## src/rtl/lsu_bus_adapter_pkg.sv

```systemverilog
// Shared encodings and window defaults for the LSU bus adapter.
package lsu_bus_adapter_pkg;

  localparam int unsigned LSOP_STORE  = 3;
  localparam int unsigned LSOP_SIGNED = 2;
  localparam logic [1:0]  LSOP_SIZE_D = 2'd3;

  localparam logic [31:0] LSU_DM_BASE  = 32'h0000_0000;
  localparam logic [31:0] LSU_DM_LIMIT = 32'h0000_2FFF;
  localparam logic [31:0] LSU_IO_BASE  = 32'h0000_7F00;
  localparam logic [31:0] LSU_IO_LIMIT = 32'h0000_7F2B;

  typedef enum logic [2:0] {
    LSU_IDLE,
    LSU_REQ0,
    LSU_WAIT0,
    LSU_REQ1,
    LSU_WAIT1,
    LSU_RESP
  } lsu_state_t;

  function automatic logic [3:0] lsop_bytes(input logic [1:0] size);
    return 4'd1 << size;
  endfunction

endpackage

```

## src/rtl/lsu_bus_adapter_if.sv

```systemverilog
// MEM-stage request/response channel and data-bus beat channel of the LSU adapter.
interface lsu_bus_adapter_if #(
  parameter int unsigned ADDR_W = 32,
  parameter int unsigned DATA_W = 32
);
  logic                  req_valid;
  logic                  req_ready;
  logic [ADDR_W-1:0]     req_addr;
  logic [3:0]            req_op;
  logic [DATA_W-1:0]     req_wdata;
  logic                  resp_valid;
  logic [DATA_W-1:0]     resp_rdata;
  logic                  resp_exc;
  logic                  bus_req;
  logic                  bus_gnt;
  logic [ADDR_W-1:0]     bus_addr;
  logic                  bus_we;
  logic [DATA_W/8-1:0]   bus_byteen;
  logic [DATA_W-1:0]     bus_wdata;
  logic                  bus_rvalid;
  logic [DATA_W-1:0]     bus_rdata;

  modport slave (
    input  req_valid, req_addr, req_op, req_wdata, bus_gnt, bus_rvalid, bus_rdata,
    output req_ready, resp_valid, resp_rdata, resp_exc,
           bus_req, bus_addr, bus_we, bus_byteen, bus_wdata
  );

  modport master (
    output req_valid, req_addr, req_op, req_wdata, bus_gnt, bus_rvalid, bus_rdata,
    input  req_ready, resp_valid, resp_rdata, resp_exc,
           bus_req, bus_addr, bus_we, bus_byteen, bus_wdata
  );
endinterface

```

## src/rtl/lsu_bus_adapter_extend.sv

```systemverilog
// Load-data lane shift, truncation to the access size and sign/zero extension.
module lsu_extend
  import lsu_bus_adapter_pkg::*;
#(
  parameter int unsigned DATA_W = 32,
  localparam int unsigned LANE_W = $clog2(DATA_W/8)
) (
  input  logic [DATA_W-1:0] data,
  input  logic [LANE_W-1:0] lane,
  input  logic [1:0]        size,
  input  logic              sext,
  output logic [DATA_W-1:0] result
);
  logic [DATA_W-1:0] shifted;
  logic [DATA_W-1:0] keep;
  logic              msb;

  always_comb begin
    shifted = data >> {lane, 3'b000};
    if (lsop_bytes(size) >= 4'(DATA_W/8))
      keep = '1;
    else
      keep = (DATA_W'(1) << {lsop_bytes(size), 3'b000}) - 1'b1;
    msb    = |(shifted & (keep ^ (keep >> 1)));
    result = (shifted & keep) | ((sext && msb) ? ~keep : '0);
  end
endmodule

```

## src/rtl/lsu_bus_adapter.sv

```systemverilog
// Sequential LSU-to-bus adapter, one outstanding request.
// Optional LSU_MISALIGN_SPLIT_EN: misaligned DM accesses served in one or two beats.
module lsu_bus_adapter
  import lsu_bus_adapter_pkg::*;
#(
  parameter int unsigned       DATA_W   = 32,
  parameter int unsigned       ADDR_W   = 32,
  parameter logic [ADDR_W-1:0] DM_BASE  = ADDR_W'(LSU_DM_BASE),
  parameter logic [ADDR_W-1:0] DM_LIMIT = ADDR_W'(LSU_DM_LIMIT),
  parameter logic [ADDR_W-1:0] IO_BASE  = ADDR_W'(LSU_IO_BASE),
  parameter logic [ADDR_W-1:0] IO_LIMIT = ADDR_W'(LSU_IO_LIMIT)
) (
  input logic              clk,
  input logic              reset_n,
  lsu_bus_adapter_if.slave lsu
);
  localparam int unsigned NB        = DATA_W/8;
  localparam int unsigned LANE_W    = $clog2(NB);
  localparam int unsigned BE2_W     = 2*NB;
  localparam int unsigned WD2_W     = 2*DATA_W;
  localparam logic [1:0]  FULL_SIZE = 2'(LANE_W);

  lsu_state_t        state;
  logic [LANE_W-1:0] lane_q;
  logic [1:0]        size_q;
  logic              sext_q, store_q, split_q;
  logic [NB-1:0]     be1_q;
  logic [DATA_W-1:0] wd1_q, rdata0_q;

  logic [1:0]        size_in;
  logic [3:0]        bytes_in;
  logic [LANE_W-1:0] lane_in;
  logic [ADDR_W-1:0] last_in;
  logic [BE2_W-1:0]  be_in;
  logic [WD2_W-1:0]  wd_in;
  logic              dm_ok, io_ok, misalign, split_in, exc_in;
  logic [DATA_W-1:0] ext_data, ext_result;
  logic [LANE_W-1:0] ext_lane;

  // Enables and store data are built two beats wide; the upper half feeds beat 1 of a split.
  always_comb begin
    size_in  = lsu.req_op[1:0];
    bytes_in = lsop_bytes(size_in);
    lane_in  = lsu.req_addr[LANE_W-1:0];
    last_in  = lsu.req_addr + ADDR_W'(bytes_in) - ADDR_W'(1);
    be_in    = ((BE2_W'(1) << bytes_in) - 1'b1) << lane_in;
    wd_in    = WD2_W'(lsu.req_wdata) << {lane_in, 3'b000};
    dm_ok    = ((lsu.req_addr - DM_BASE) <= (DM_LIMIT - DM_BASE)) &&
               ((last_in - DM_BASE) <= (DM_LIMIT - DM_BASE));
    io_ok    = ((lsu.req_addr - IO_BASE) <= (IO_LIMIT - IO_BASE)) &&
               ((last_in - IO_BASE) <= (IO_LIMIT - IO_BASE));
    misalign = |(lsu.req_addr[2:0] & 3'(bytes_in - 4'd1));
`ifdef LSU_MISALIGN_SPLIT_EN
    split_in = (4'(lane_in) + bytes_in) > 4'(NB);
    exc_in   = !(dm_ok || io_ok) || (misalign && !dm_ok) ||
               (io_ok && (size_in < FULL_SIZE)) || ((DATA_W == 32) && (size_in == LSOP_SIZE_D));
`else
    split_in = 1'b0;
    exc_in   = !(dm_ok || io_ok) || misalign ||
               (io_ok && (size_in < FULL_SIZE)) || ((DATA_W == 32) && (size_in == LSOP_SIZE_D));
`endif
    ext_data = split_q ? DATA_W'({lsu.bus_rdata, rdata0_q} >> {lane_q, 3'b000}) : lsu.bus_rdata;
    ext_lane = split_q ? '0 : lane_q;
  end

  lsu_extend #(.DATA_W(DATA_W)) u_extend (
    .data   (ext_data),
    .lane   (ext_lane),
    .size   (size_q),
    .sext   (sext_q),
    .result (ext_result)
  );

  always_ff @(posedge clk or negedge reset_n) begin
    if (!reset_n) begin
      state          <= LSU_IDLE;
      lsu.req_ready  <= 1'b1;
      lsu.resp_valid <= 1'b0;
      lsu.resp_rdata <= '0;
      lsu.resp_exc   <= 1'b0;
      lsu.bus_req    <= 1'b0;
      lsu.bus_we     <= 1'b0;
      lsu.bus_byteen <= '0;
      lsu.bus_addr   <= '0;
      lsu.bus_wdata  <= '0;
      lane_q         <= '0;
      size_q         <= '0;
      sext_q         <= 1'b0;
      store_q        <= 1'b0;
      split_q        <= 1'b0;
      be1_q          <= '0;
      wd1_q          <= '0;
      rdata0_q       <= '0;
    end else begin
      lsu.resp_valid <= 1'b0;
      case (state)
        LSU_IDLE: if (lsu.req_valid) begin
          lsu.req_ready <= 1'b0;
          lane_q        <= lane_in;
          size_q        <= size_in;
          sext_q        <= lsu.req_op[LSOP_SIGNED];
          store_q       <= lsu.req_op[LSOP_STORE];
          split_q       <= split_in;
          be1_q         <= be_in[BE2_W-1:NB];
          wd1_q         <= wd_in[WD2_W-1:DATA_W];
          if (exc_in) begin
            state          <= LSU_RESP;
            lsu.resp_valid <= 1'b1;
            lsu.resp_exc   <= 1'b1;
            lsu.resp_rdata <= '0;
          end else begin
            state          <= LSU_REQ0;
            lsu.bus_req    <= 1'b1;
            lsu.bus_addr   <= {lsu.req_addr[ADDR_W-1:LANE_W], {LANE_W{1'b0}}};
            lsu.bus_we     <= lsu.req_op[LSOP_STORE];
            lsu.bus_byteen <= be_in[NB-1:0];
            lsu.bus_wdata  <= wd_in[DATA_W-1:0];
          end
        end
        LSU_REQ0, LSU_REQ1: if (lsu.bus_gnt) begin
          lsu.bus_req <= 1'b0;
          state       <= (state == LSU_REQ0) ? LSU_WAIT0 : LSU_WAIT1;
        end
        LSU_WAIT0, LSU_WAIT1: if (lsu.bus_rvalid) begin
          if (state == LSU_WAIT0 && split_q) begin
            rdata0_q       <= lsu.bus_rdata;
            state          <= LSU_REQ1;
            lsu.bus_req    <= 1'b1;
            lsu.bus_addr   <= lsu.bus_addr + ADDR_W'(NB);
            lsu.bus_byteen <= be1_q;
            lsu.bus_wdata  <= wd1_q;
          end else begin
            state          <= LSU_RESP;
            lsu.resp_valid <= 1'b1;
            lsu.resp_exc   <= 1'b0;
            lsu.resp_rdata <= store_q ? '0 : ext_result;
          end
        end
        LSU_RESP: begin
          state          <= LSU_IDLE;
          lsu.req_ready  <= 1'b1;
          lsu.resp_exc   <= 1'b0;
          lsu.resp_rdata <= '0;
        end
        default: begin
          state         <= LSU_IDLE;
          lsu.req_ready <= 1'b1;
        end
      endcase
    end
  end
endmodule

```

## src/flat_wrapper.sv

```systemverilog
// flat-port wrapper written by rule: the top's interface ports become plain ports
module lsu_bus_adapter_flat import lsu_bus_adapter_pkg::*;
#(
  parameter int unsigned       DATA_W   = 32,
  parameter int unsigned       ADDR_W   = 32,
  parameter logic [ADDR_W-1:0] DM_BASE  = ADDR_W'(LSU_DM_BASE),
  parameter logic [ADDR_W-1:0] DM_LIMIT = ADDR_W'(LSU_DM_LIMIT),
  parameter logic [ADDR_W-1:0] IO_BASE  = ADDR_W'(LSU_IO_BASE),
  parameter logic [ADDR_W-1:0] IO_LIMIT = ADDR_W'(LSU_IO_LIMIT)
)
  (clk, reset_n, lsu_req_valid, lsu_req_addr, lsu_req_op, lsu_req_wdata, lsu_bus_gnt, lsu_bus_rvalid, lsu_bus_rdata, lsu_req_ready, lsu_resp_valid, lsu_resp_rdata, lsu_resp_exc, lsu_bus_req, lsu_bus_addr, lsu_bus_we, lsu_bus_byteen, lsu_bus_wdata);
  lsu_bus_adapter_if #(.ADDR_W(ADDR_W), .DATA_W(DATA_W)) lsu_i ();
  input logic clk;
  input logic reset_n;
  input wire logic [$bits(lsu_i.req_valid)-1:0] lsu_req_valid;
  input wire logic [$bits(lsu_i.req_addr)-1:0] lsu_req_addr;
  input wire logic [$bits(lsu_i.req_op)-1:0] lsu_req_op;
  input wire logic [$bits(lsu_i.req_wdata)-1:0] lsu_req_wdata;
  input wire logic [$bits(lsu_i.bus_gnt)-1:0] lsu_bus_gnt;
  input wire logic [$bits(lsu_i.bus_rvalid)-1:0] lsu_bus_rvalid;
  input wire logic [$bits(lsu_i.bus_rdata)-1:0] lsu_bus_rdata;
  output wire logic [$bits(lsu_i.req_ready)-1:0] lsu_req_ready;
  output wire logic [$bits(lsu_i.resp_valid)-1:0] lsu_resp_valid;
  output wire logic [$bits(lsu_i.resp_rdata)-1:0] lsu_resp_rdata;
  output wire logic [$bits(lsu_i.resp_exc)-1:0] lsu_resp_exc;
  output wire logic [$bits(lsu_i.bus_req)-1:0] lsu_bus_req;
  output wire logic [$bits(lsu_i.bus_addr)-1:0] lsu_bus_addr;
  output wire logic [$bits(lsu_i.bus_we)-1:0] lsu_bus_we;
  output wire logic [$bits(lsu_i.bus_byteen)-1:0] lsu_bus_byteen;
  output wire logic [$bits(lsu_i.bus_wdata)-1:0] lsu_bus_wdata;
  assign lsu_i.req_valid = lsu_req_valid;
  assign lsu_i.req_addr = lsu_req_addr;
  assign lsu_i.req_op = lsu_req_op;
  assign lsu_i.req_wdata = lsu_req_wdata;
  assign lsu_i.bus_gnt = lsu_bus_gnt;
  assign lsu_i.bus_rvalid = lsu_bus_rvalid;
  assign lsu_i.bus_rdata = lsu_bus_rdata;
  assign lsu_req_ready = lsu_i.req_ready;
  assign lsu_resp_valid = lsu_i.resp_valid;
  assign lsu_resp_rdata = lsu_i.resp_rdata;
  assign lsu_resp_exc = lsu_i.resp_exc;
  assign lsu_bus_req = lsu_i.bus_req;
  assign lsu_bus_addr = lsu_i.bus_addr;
  assign lsu_bus_we = lsu_i.bus_we;
  assign lsu_bus_byteen = lsu_i.bus_byteen;
  assign lsu_bus_wdata = lsu_i.bus_wdata;
  lsu_bus_adapter #(.DATA_W(DATA_W), .ADDR_W(ADDR_W), .DM_BASE(DM_BASE), .DM_LIMIT(DM_LIMIT), .IO_BASE(IO_BASE), .IO_LIMIT(IO_LIMIT)) u_core (.clk(clk), .reset_n(reset_n), .lsu(lsu_i));
endmodule
```

## config.mk

```make
export PLATFORM = sky130hd
export DESIGN_NAME = lsu_bus_adapter_flat
export DESIGN_NICKNAME = d
export VERILOG_FILES = /design/src/rtl/lsu_bus_adapter_pkg.sv /design/src/rtl/lsu_bus_adapter_if.sv /design/src/rtl/lsu_bus_adapter_extend.sv /design/src/rtl/lsu_bus_adapter.sv /design/src/flat_wrapper.sv
export SDC_FILE = /design/constraint.sdc
export NUM_CORES = 1
export LEC_CHECK = 0
export BUFFER_PORTS_ARGS = -buffer_cell sky130_fd_sc_hd__buf_2
export CAP_MARGIN = 15
export CORE_UTILIZATION = 33
export CTS_CLUSTER_DIAMETER = 120
export DETAILED_ROUTE_END_ITERATION = 6
export GPL_TIMING_DRIVEN = 0
export PLACE_DENSITY = 0.61
export RECOVER_POWER = 100
export SYNTH_ARGS = -nofsm -noshare
export SYNTH_HDL_FRONTEND = slang
export SYNTH_SLANG_ARGS = --single-unit
export TNS_END_PERCENT = 20
```

## constraint.sdc

```tcl
create_clock -name clk -period 2.6 [get_ports clk]
set_input_delay 0.78 -clock clk [delete_from_list [all_inputs] [get_ports clk]]
set_output_delay 0.78 -clock clk [all_outputs]
set_load 0.05 [all_outputs]
```

==> results of run 1 <==
## flip-flops by register name, indices dropped and copies added (netlist names)
register / flops
u_core.sext_q: 1
u_core.lsu.bus_wdata: 32
u_core.lsu.bus_req: 1
u_core.lsu.req_ready: 1
u_core.store_q: 1
u_core.lsu.bus_byteen: 4
u_core.lsu.resp_exc: 1
u_core.lsu.resp_rdata: 32
u_core.size_q: 2
u_core.lsu.bus_we: 1
u_core.lane_q: 2
u_core.lsu.resp_valid: 1
u_core.lsu.bus_addr: 30
u_core.state: 3
## cells in the mapped netlist, drive strengths merged (4+ instances only)
library cell,count
a211oi,19
a222oi,32
o211ai,14
mux2,29
clkbuf,56
and3,5
nor2,45
ha,70
o2111ai,7
o22ai,5
nand2,138
nand3,14
a22o,9
buf,21
o21bai,4
nand4,11
a21o,8
o21ai,146
o31ai,6
or3,6
inv,58
mux2i,33
dfrtp,111
or2,6
nor2b,20
a21boi,6
nor4,12
o211a,4
xor2,9
nand2b,7
a21oi,57
o21a,7
a21bo,32
xnor2,15
a31oi,5
o2bb2ai,42
or4,9
nor3,21
## power groups by stage
stage                     registers [mW]  clock network [mW]  logic (mW)
after floorplan                     3.04                   0        2.55
after global placement              2.36                   0        4.41
after detailed placement            2.37                   0        4.47
after CTS                           2.34                1.51        4.59
after global routing                2.40                1.58        5.04
final                               2.36                1.49        4.67
## per-layer routing
metal / global-route usage, % / part of all wire [%] / vias to the layer above
li1: - / - / 4789
met5: 0 / 0 / -
met3: 2.52 / 5.1 / 52
met2: 37.2 / 48 / 356
met4: 7.64 / 2.9 / 0
met1: 28.1 / 44 / 4904
## layout make-up
type	instances	share of cell area (%)
Multi-Input combinational cell	903	54.9
Buffer	75	3.84
Antenna cell	1	0.0205
Timing Repair Buffer	236	9.93
Inverter	58	1.81
Sequential cell	112	23.0
Clock inverter	7	0.698
Clock buffer	9	1.85
Tap cell	384	3.94
## kinds of logic after synthesis
logic type               count (synthesis)  synth area share [%]
flip-flops                             112                  28.7
multiplexers                            62                  6.73
AO/OA/AOI/OAI                          429                  31.4
buffers and inverters                  135                  5.81
AND/OR/NAND/NOR                        315                  16.0
other                                    1                0.0384
XOR/XNOR                                24                  2.15
adder cells (fa/ha/maj)                 71                  9.18
## what timing repair did
action                                 in CTS  in global routing
buffers inserted                           20                  3
gates resized for setup                    68                 40
pin swaps                                  22                  9
endpoints found under the hold margin       0                  0
setup endpoints to repair                 103                103
gates cloned                                3                  2
## worst max path at each step
| stage | from | slack [ns] | endpoint |
|---|---|---|---|
| after floorplan | lsu_req_op[1] | -2.09 | u_core.lsu.bus_byteen[0] |
| after global placement | lsu_req_addr[0] | -2.89 | u_core.lsu.bus_wdata[9] |
| after detailed placement | lsu_req_addr[0] | -2.96 | u_core.lsu.bus_wdata[15] |
| after CTS | lsu_req_op[1] | -1.97 | u_core.lsu.resp_rdata[17] |
| after global routing | lsu_req_op[1] | -2.10 | u_core.lsu.resp_rdata[0] |
| final | lsu_req_op[1] | -2.00 | u_core.lsu.resp_rdata[1] |
## critical path: stages
cell	delay, ns
clkbuf_16	0.13
nand2b_4	0.15
ha_4	0.26
inv_2	0.03
ha_4	0.15
fa_2	0.37
a211oi_4	0.25
o21ai_2	0.11
a22oi_2	0.25
buf_4	0.19
a2111oi_4	0.07
buf_4	0.18
or3_1	0.34
nand3_1	0.09
and3b_2	0.20
nand4_1	0.18
o32a_4	0.47
a211oi_4	0.27
buf_6	0.17
buf_6	0.14
a21bo_1	0.11
==> qor.yml, run 1 <==
status:
  status: "finished, violations left"
  violations: "DRC, capacitance limit, slew limit, setup timing"
final_layout:
  stdcell_area_mm2: 0.0122
  multi_input_area_mm2: 0.00670
  layout-drive-gt1-share_pct: 19.1
  area_growth_pct: 24.9
  layoutNonFillerInstCount: 1785
  seqCellArea_mm2: 0.00280
  final_common_cell: "clkbuf_1"
  final_core_util_pct: 42.1
  final_cell_mix: "clkbuf_1 (153), nand2_1 (137), dfrtp_1 (111)"
  nFillCells: 2963
  num-nets-final: 1571
place:
  port_buffers: 206
  gp_congestion: 0.954
  dp_hpwl_mm: 26.0
  postPlaceCellArea_mm2: 0.0114
  preCtsSetupSlack_ns: -2.96
  dp.cells: 1741
route:
  drc: 5
  drt_pass1_iterations: 7
  avgViaCountPerCell: 5.66
  ant_nets: 0
  routed_wl_mm: 34.0
  drt_iter0_markers: 924
  via_count: 10100
  wl_per_cell_um: 19.1
clocking:
  cts.sink_count: 112
  cts_tree: "built"
  insertion_delay_ns: 0.37
  hold_buffers: 0
  ctsLongestPathBuffers: 2
  cts-root-buf: "clkbuf_16"
  cts.clk_slew.worst_paths_ns: 0.09
  htree_levels: 3
  cts_buffers: 9
sta:
  period_needed_ns: 4.60
  tightest_slew_ns: 1.67
  fmax_ghz: 0.217
  rsz0062_at_grt: "true"
  tns_ns: -195.60
  slew_headroom_pct: -11.1
  drv_slew: 31
  hold_ws_ns: 0.488
  fin_worst_skew_ns: 0.00726
  fin_crit_sh_pct: 177
  finalHoldViolCount: 0
  setup_viol: 103
  timing.final.ws_setup_ns: -2.00
floorplan:
  die_y_um: 174
  die_w_um: 174
  rows: 62
  start_util_pct: 33.7
  die_area_mm2: 0.0303
  ios: 210
  core_mm2: 0.0289
pwr:
  power.density_mw_per_mm2: 698
  pwr-share-clk_pct: 17.5
  p_leak_nw: 5.55
  ir_drop_mv: 0.392
  p_seq_share_pct: 27.7
  netSwitchingPower_mw: 4.28
  p_comb_share_pct: 54.8
  swShare_pct: 50.3
  power.internal_mw: 4.23
  power.total_mw: 8.52
setup_path:
  path_class: "in -> reg"
  timing.rr.end: "u_core.lsu.resp_rdata[26]"
  cp-start-kind: "input port"
  ff2ff_setup_slack_ns: -0.73
  cp_data_arrival_time_ns: 4.92
  worst_setup_path_end_kind: "flip-flop"
  reg2reg_from: "u_core.state[1]"
  crit_required_ns: 2.91
  path_max_fanout: 6
  ff2ff_path_depth: 9
worst_hold_path:
  hold_end: "u_core.lsu.req_ready"
  worstHoldStart: "u_core.lsu.req_ready"
  hold_path_depth: 2
  hold_class: "reg -> reg"
global_route:
  grt_util_all_layers_pct: 21.7
  grt_max_degree: 84
  grt-ovfl-total: 0
  antenna_found_initial: 1
  grt_pass1_wl_mm: 52.3
  grt_pass1_vias: 9524
synthesis:
  yosysSeqAreaShare_pct: 28.7
  synth_warnings: 0
  synthTopCellsByArea: "dfrtp_1 (28%), ha_1 (9.0%), o21ai_0 (6.3%)"
  netlist_area_mm2: 0.00976
  synth_flop_cell: "dfrtp_1"
  synth-seq-cells: 112
  synth-edff-count: 0
  synth_cells: 1149
  avgSynthCellArea_um2: 8.49
  ys_types: 90
  synthArstFlopShare_pct: 100
  synth_top_area_share_pct: 28.5
  yosysTopAreaCell: "dfrtp_1"
flow_run:
  max_cap_viol_count: 1
(Power assumes the default switching activity.)
==> run 2, diff against run 1 <==
--- a/config.mk
+++ b/config.mk
@@ -7,6 +7,7 @@
 export LEC_CHECK = 0
 export BUFFER_PORTS_ARGS = -buffer_cell sky130_fd_sc_hd__buf_2
 export CAP_MARGIN = 15
+export CORE_ASPECT_RATIO = 1.4
 export CORE_UTILIZATION = 33
 export CTS_CLUSTER_DIAMETER = 120
 export DETAILED_ROUTE_END_ITERATION = 6
==> constraint.sdc (replaced) <==
create_clock -name clk -period 4.2 [get_ports clk]
set_input_delay 1.26 -clock clk [delete_from_list [all_inputs] [get_ports clk]]
set_output_delay 1.26 -clock clk [all_outputs]
set_load 0.05 [all_outputs]
==> qor.yml, run 2 (synthesis gave the netlist of run 1 again) <==
status:
  status: "finished, violations left"
  violations: "capacitance limit, slew limit, setup timing"
global_route:
  met2_usage_pct: 42.3
  grtUsageMet1_pct: 25.5
  grt-ovfl-total: 0
  antenna_found_initial: 0
  grtUsageMet3_pct: 2.39
  grt_util_all_layers_pct: 23.0
  grt_pass1_wl_mm: 54.3
  grt_max_degree: 83
  grt_pass1_vias: 9841
  busiest_layer: "met2"
clocking:
  cts.clk_slew.worst_paths_ns: 0.08
  insertion_delay_ns: 0.38
  htree_levels: 3
  hold_buffers: 0
  cts.sink_count: 112
  cts_buffers: 9
  ctsLongestPathBuffers: 2
  cts-root-buf: "clkbuf_16"
  cts_tree: "built"
place:
  port_buffers: 206
  dp_hpwl_mm: 27.3
  postPlaceCellArea_mm2: 0.0114
  gp_congestion: 0.925
sta:
  slew_headroom_pct: -17.9
  rsz0062_at_grt: "true"
  fin_worst_skew_ns: 0.00833
  tightest_slew_ns: 1.77
  setup_viol: 103
  finalHoldViolCount: 0
  period_needed_ns: 5.12
  drv_slew: 32
  timing.final.ws_setup_ns: -0.917
  fmax_ghz: 0.195
  fin_crit_sh_pct: 122
final_layout:
  stdcell_area_mm2: 0.0122
  num-nets-final: 1573
  nFillCells: 3079
  final_cell_mix: "clkbuf_1 (157), nand2_1 (137), o21ai_0 (111), dfrtp_1 (111), buf_2 (109)"
  area_growth_pct: 25.1
  final_common_cell: "clkbuf_1"
  seqCellArea_mm2: 0.00280
  reg.largest.list: "u_core.lsu.bus_wdata (32), u_core.lsu.resp_rdata (32), u_core.lsu.bus_addr (30)"
  multi_input_area_mm2: 0.00674
  layout-drive-gt1-share_pct: 19.2
route:
  drt_iter0_markers: 664
  wl_per_cell_um: 20.0
  drc: 0
  drt_pass1_iterations: 6
  avgViaCountPerCell: 5.67
  via_count: 10100
  routed_wl_mm: 35.7
  ant_nets: 0
floorplan:
  die_w_um: 147
  ios: 210
  core_mm2: 0.0292
  die_y_um: 205
  start_util_pct: 33.5
  die_area_mm2: 0.0303
  rows: 74
setup_path:
  crit_required_ns: 4.51
  cp-start-kind: "input port"
  worst_setup_path_end_kind: "flip-flop"
  path_max_fanout: 6
  timing.rr.end: "u_core.lsu.resp_rdata[31]"
  cp_data_arrival_time_ns: 5.43
  path_class: "in -> reg"
  ff2ff_setup_slack_ns: 1.22
  reg2reg_from: "u_core.state[1]"
  ff2ff_path_depth: 9
flow_run:
  max_cap_viol_count: 1
pwr:
  p_leak_nw: 5.56
  power.total_mw: 5.23
  ir_drop_mv: 0.193
  power.density_mw_per_mm2: 429
worst_hold_path:
  worstHoldStart: "u_core.lsu.req_ready"
  hold_path_depth: 2
  hold_end: "u_core.lsu.req_ready"
  hold_class: "reg -> reg"
==> run 2: changes by cell type in the layout (fill, tap and decap cells not counted), moves of 2 or more <==
cell       delta
o21ai_2       +4
mux2_4        -4
buf_6         -2
clkinv_4      +2
clkbuf_1      +4
mux2_1        +4
o2bb2ai_1     -2
o21ai_0       +8
o21ai_1      -12
o2bb2ai_2     +2
clkbuf_4      +2
==> run 2: final cells by class <==
class                      instances  area share [%]
buffer                            76            3.87
clock buffer                      10            1.88
tap                              380            3.89
timing repair buffer             237            9.81
sequential                       112            23.0
antenna                            2          0.0410
multi-input combinational        903            55.2
clock inverter                     6           0.512
inverter                          58            1.80
==> run 2: report_power, final <==
group          switching (mW)  internal, mW  leakage (nW)
clock                   0.469         0.419         0.142
combinational            1.96         0.919          3.89
sequential              0.205          1.25          1.54
==> run 2: worst max path at each step <==
stage / start / to / slack [ns] / cells past startpoint
2_1_floorplan: lsu_req_op[1] / u_core.lsu.bus_byteen[0] / -0.97 / 18
3_3_place_gp: lsu_req_addr[0] / u_core.lsu.bus_wdata[15] / -1.87 / 20
3_5_place_dp: lsu_req_addr[0] / u_core.lsu.bus_addr[20] / -1.86 / 20
4_1_cts: lsu_req_op[1] / u_core.lsu.resp_rdata[11] / -0.91 / 21
5_1_grt: lsu_req_op[1] / u_core.lsu.resp_rdata[11] / -1.02 / 21
6_report: lsu_req_op[1] / u_core.lsu.resp_rdata[7] / -0.92 / 21
==> run 2: layer usage <==
metal | vias to the layer above | part of all wire [%]
met5 | - | 0
met4 | 0 | 5.1
met3 | 90 | 4.6
met1 | 4886 | 39
met2 | 344 | 52
li1 | 4790 | -
==> run 2: through the flow <==
step                hold WS (ns)  util (%)  setup TNS, ns  worst slack [ns]  cells
finish                     0.484      41.9         -84.39            -0.917   1784
global route               0.502      41.8         -96.80             -1.02   1782
CTS                        0.487      41.8         -83.44            -0.914   1777
detailed placement         0.468      39.2        -179.63             -1.86   1738
global placement           0.467      39.1        -180.22             -1.87   1736
floorplan                  0.447         -         -92.60            -0.965   1150
==> run 2: timing repair <==
action | in CTS | in global routing
cloned | 6 | 0
setup buffers | 18 | 4
gates resized for setup | 69 | 35
hold endpoints to repair | 0 | 0
endpoints found under the setup margin | 103 | 103
pin swaps | 20 | 12
==> run 2: critical path, cell delays in order <==
cell and delay [ns]:
clkbuf_16 0.14, nand2b_4 0.15, ha_4 0.26, inv_2 0.04, ha_4 0.15, fa_2 0.37
a211oi_4 0.30, o21ai_2 0.12, a22oi_2 0.25, buf_4 0.18, a2111oi_4 0.08, nor2_1 0.15
xor2_1 0.09, or4_4 0.51, o32a_1 0.24, o32a_4 0.39, a211oi_4 0.24, buf_6 0.15
buf_6 0.10, buf_6 0.13, a21bo_1 0.12
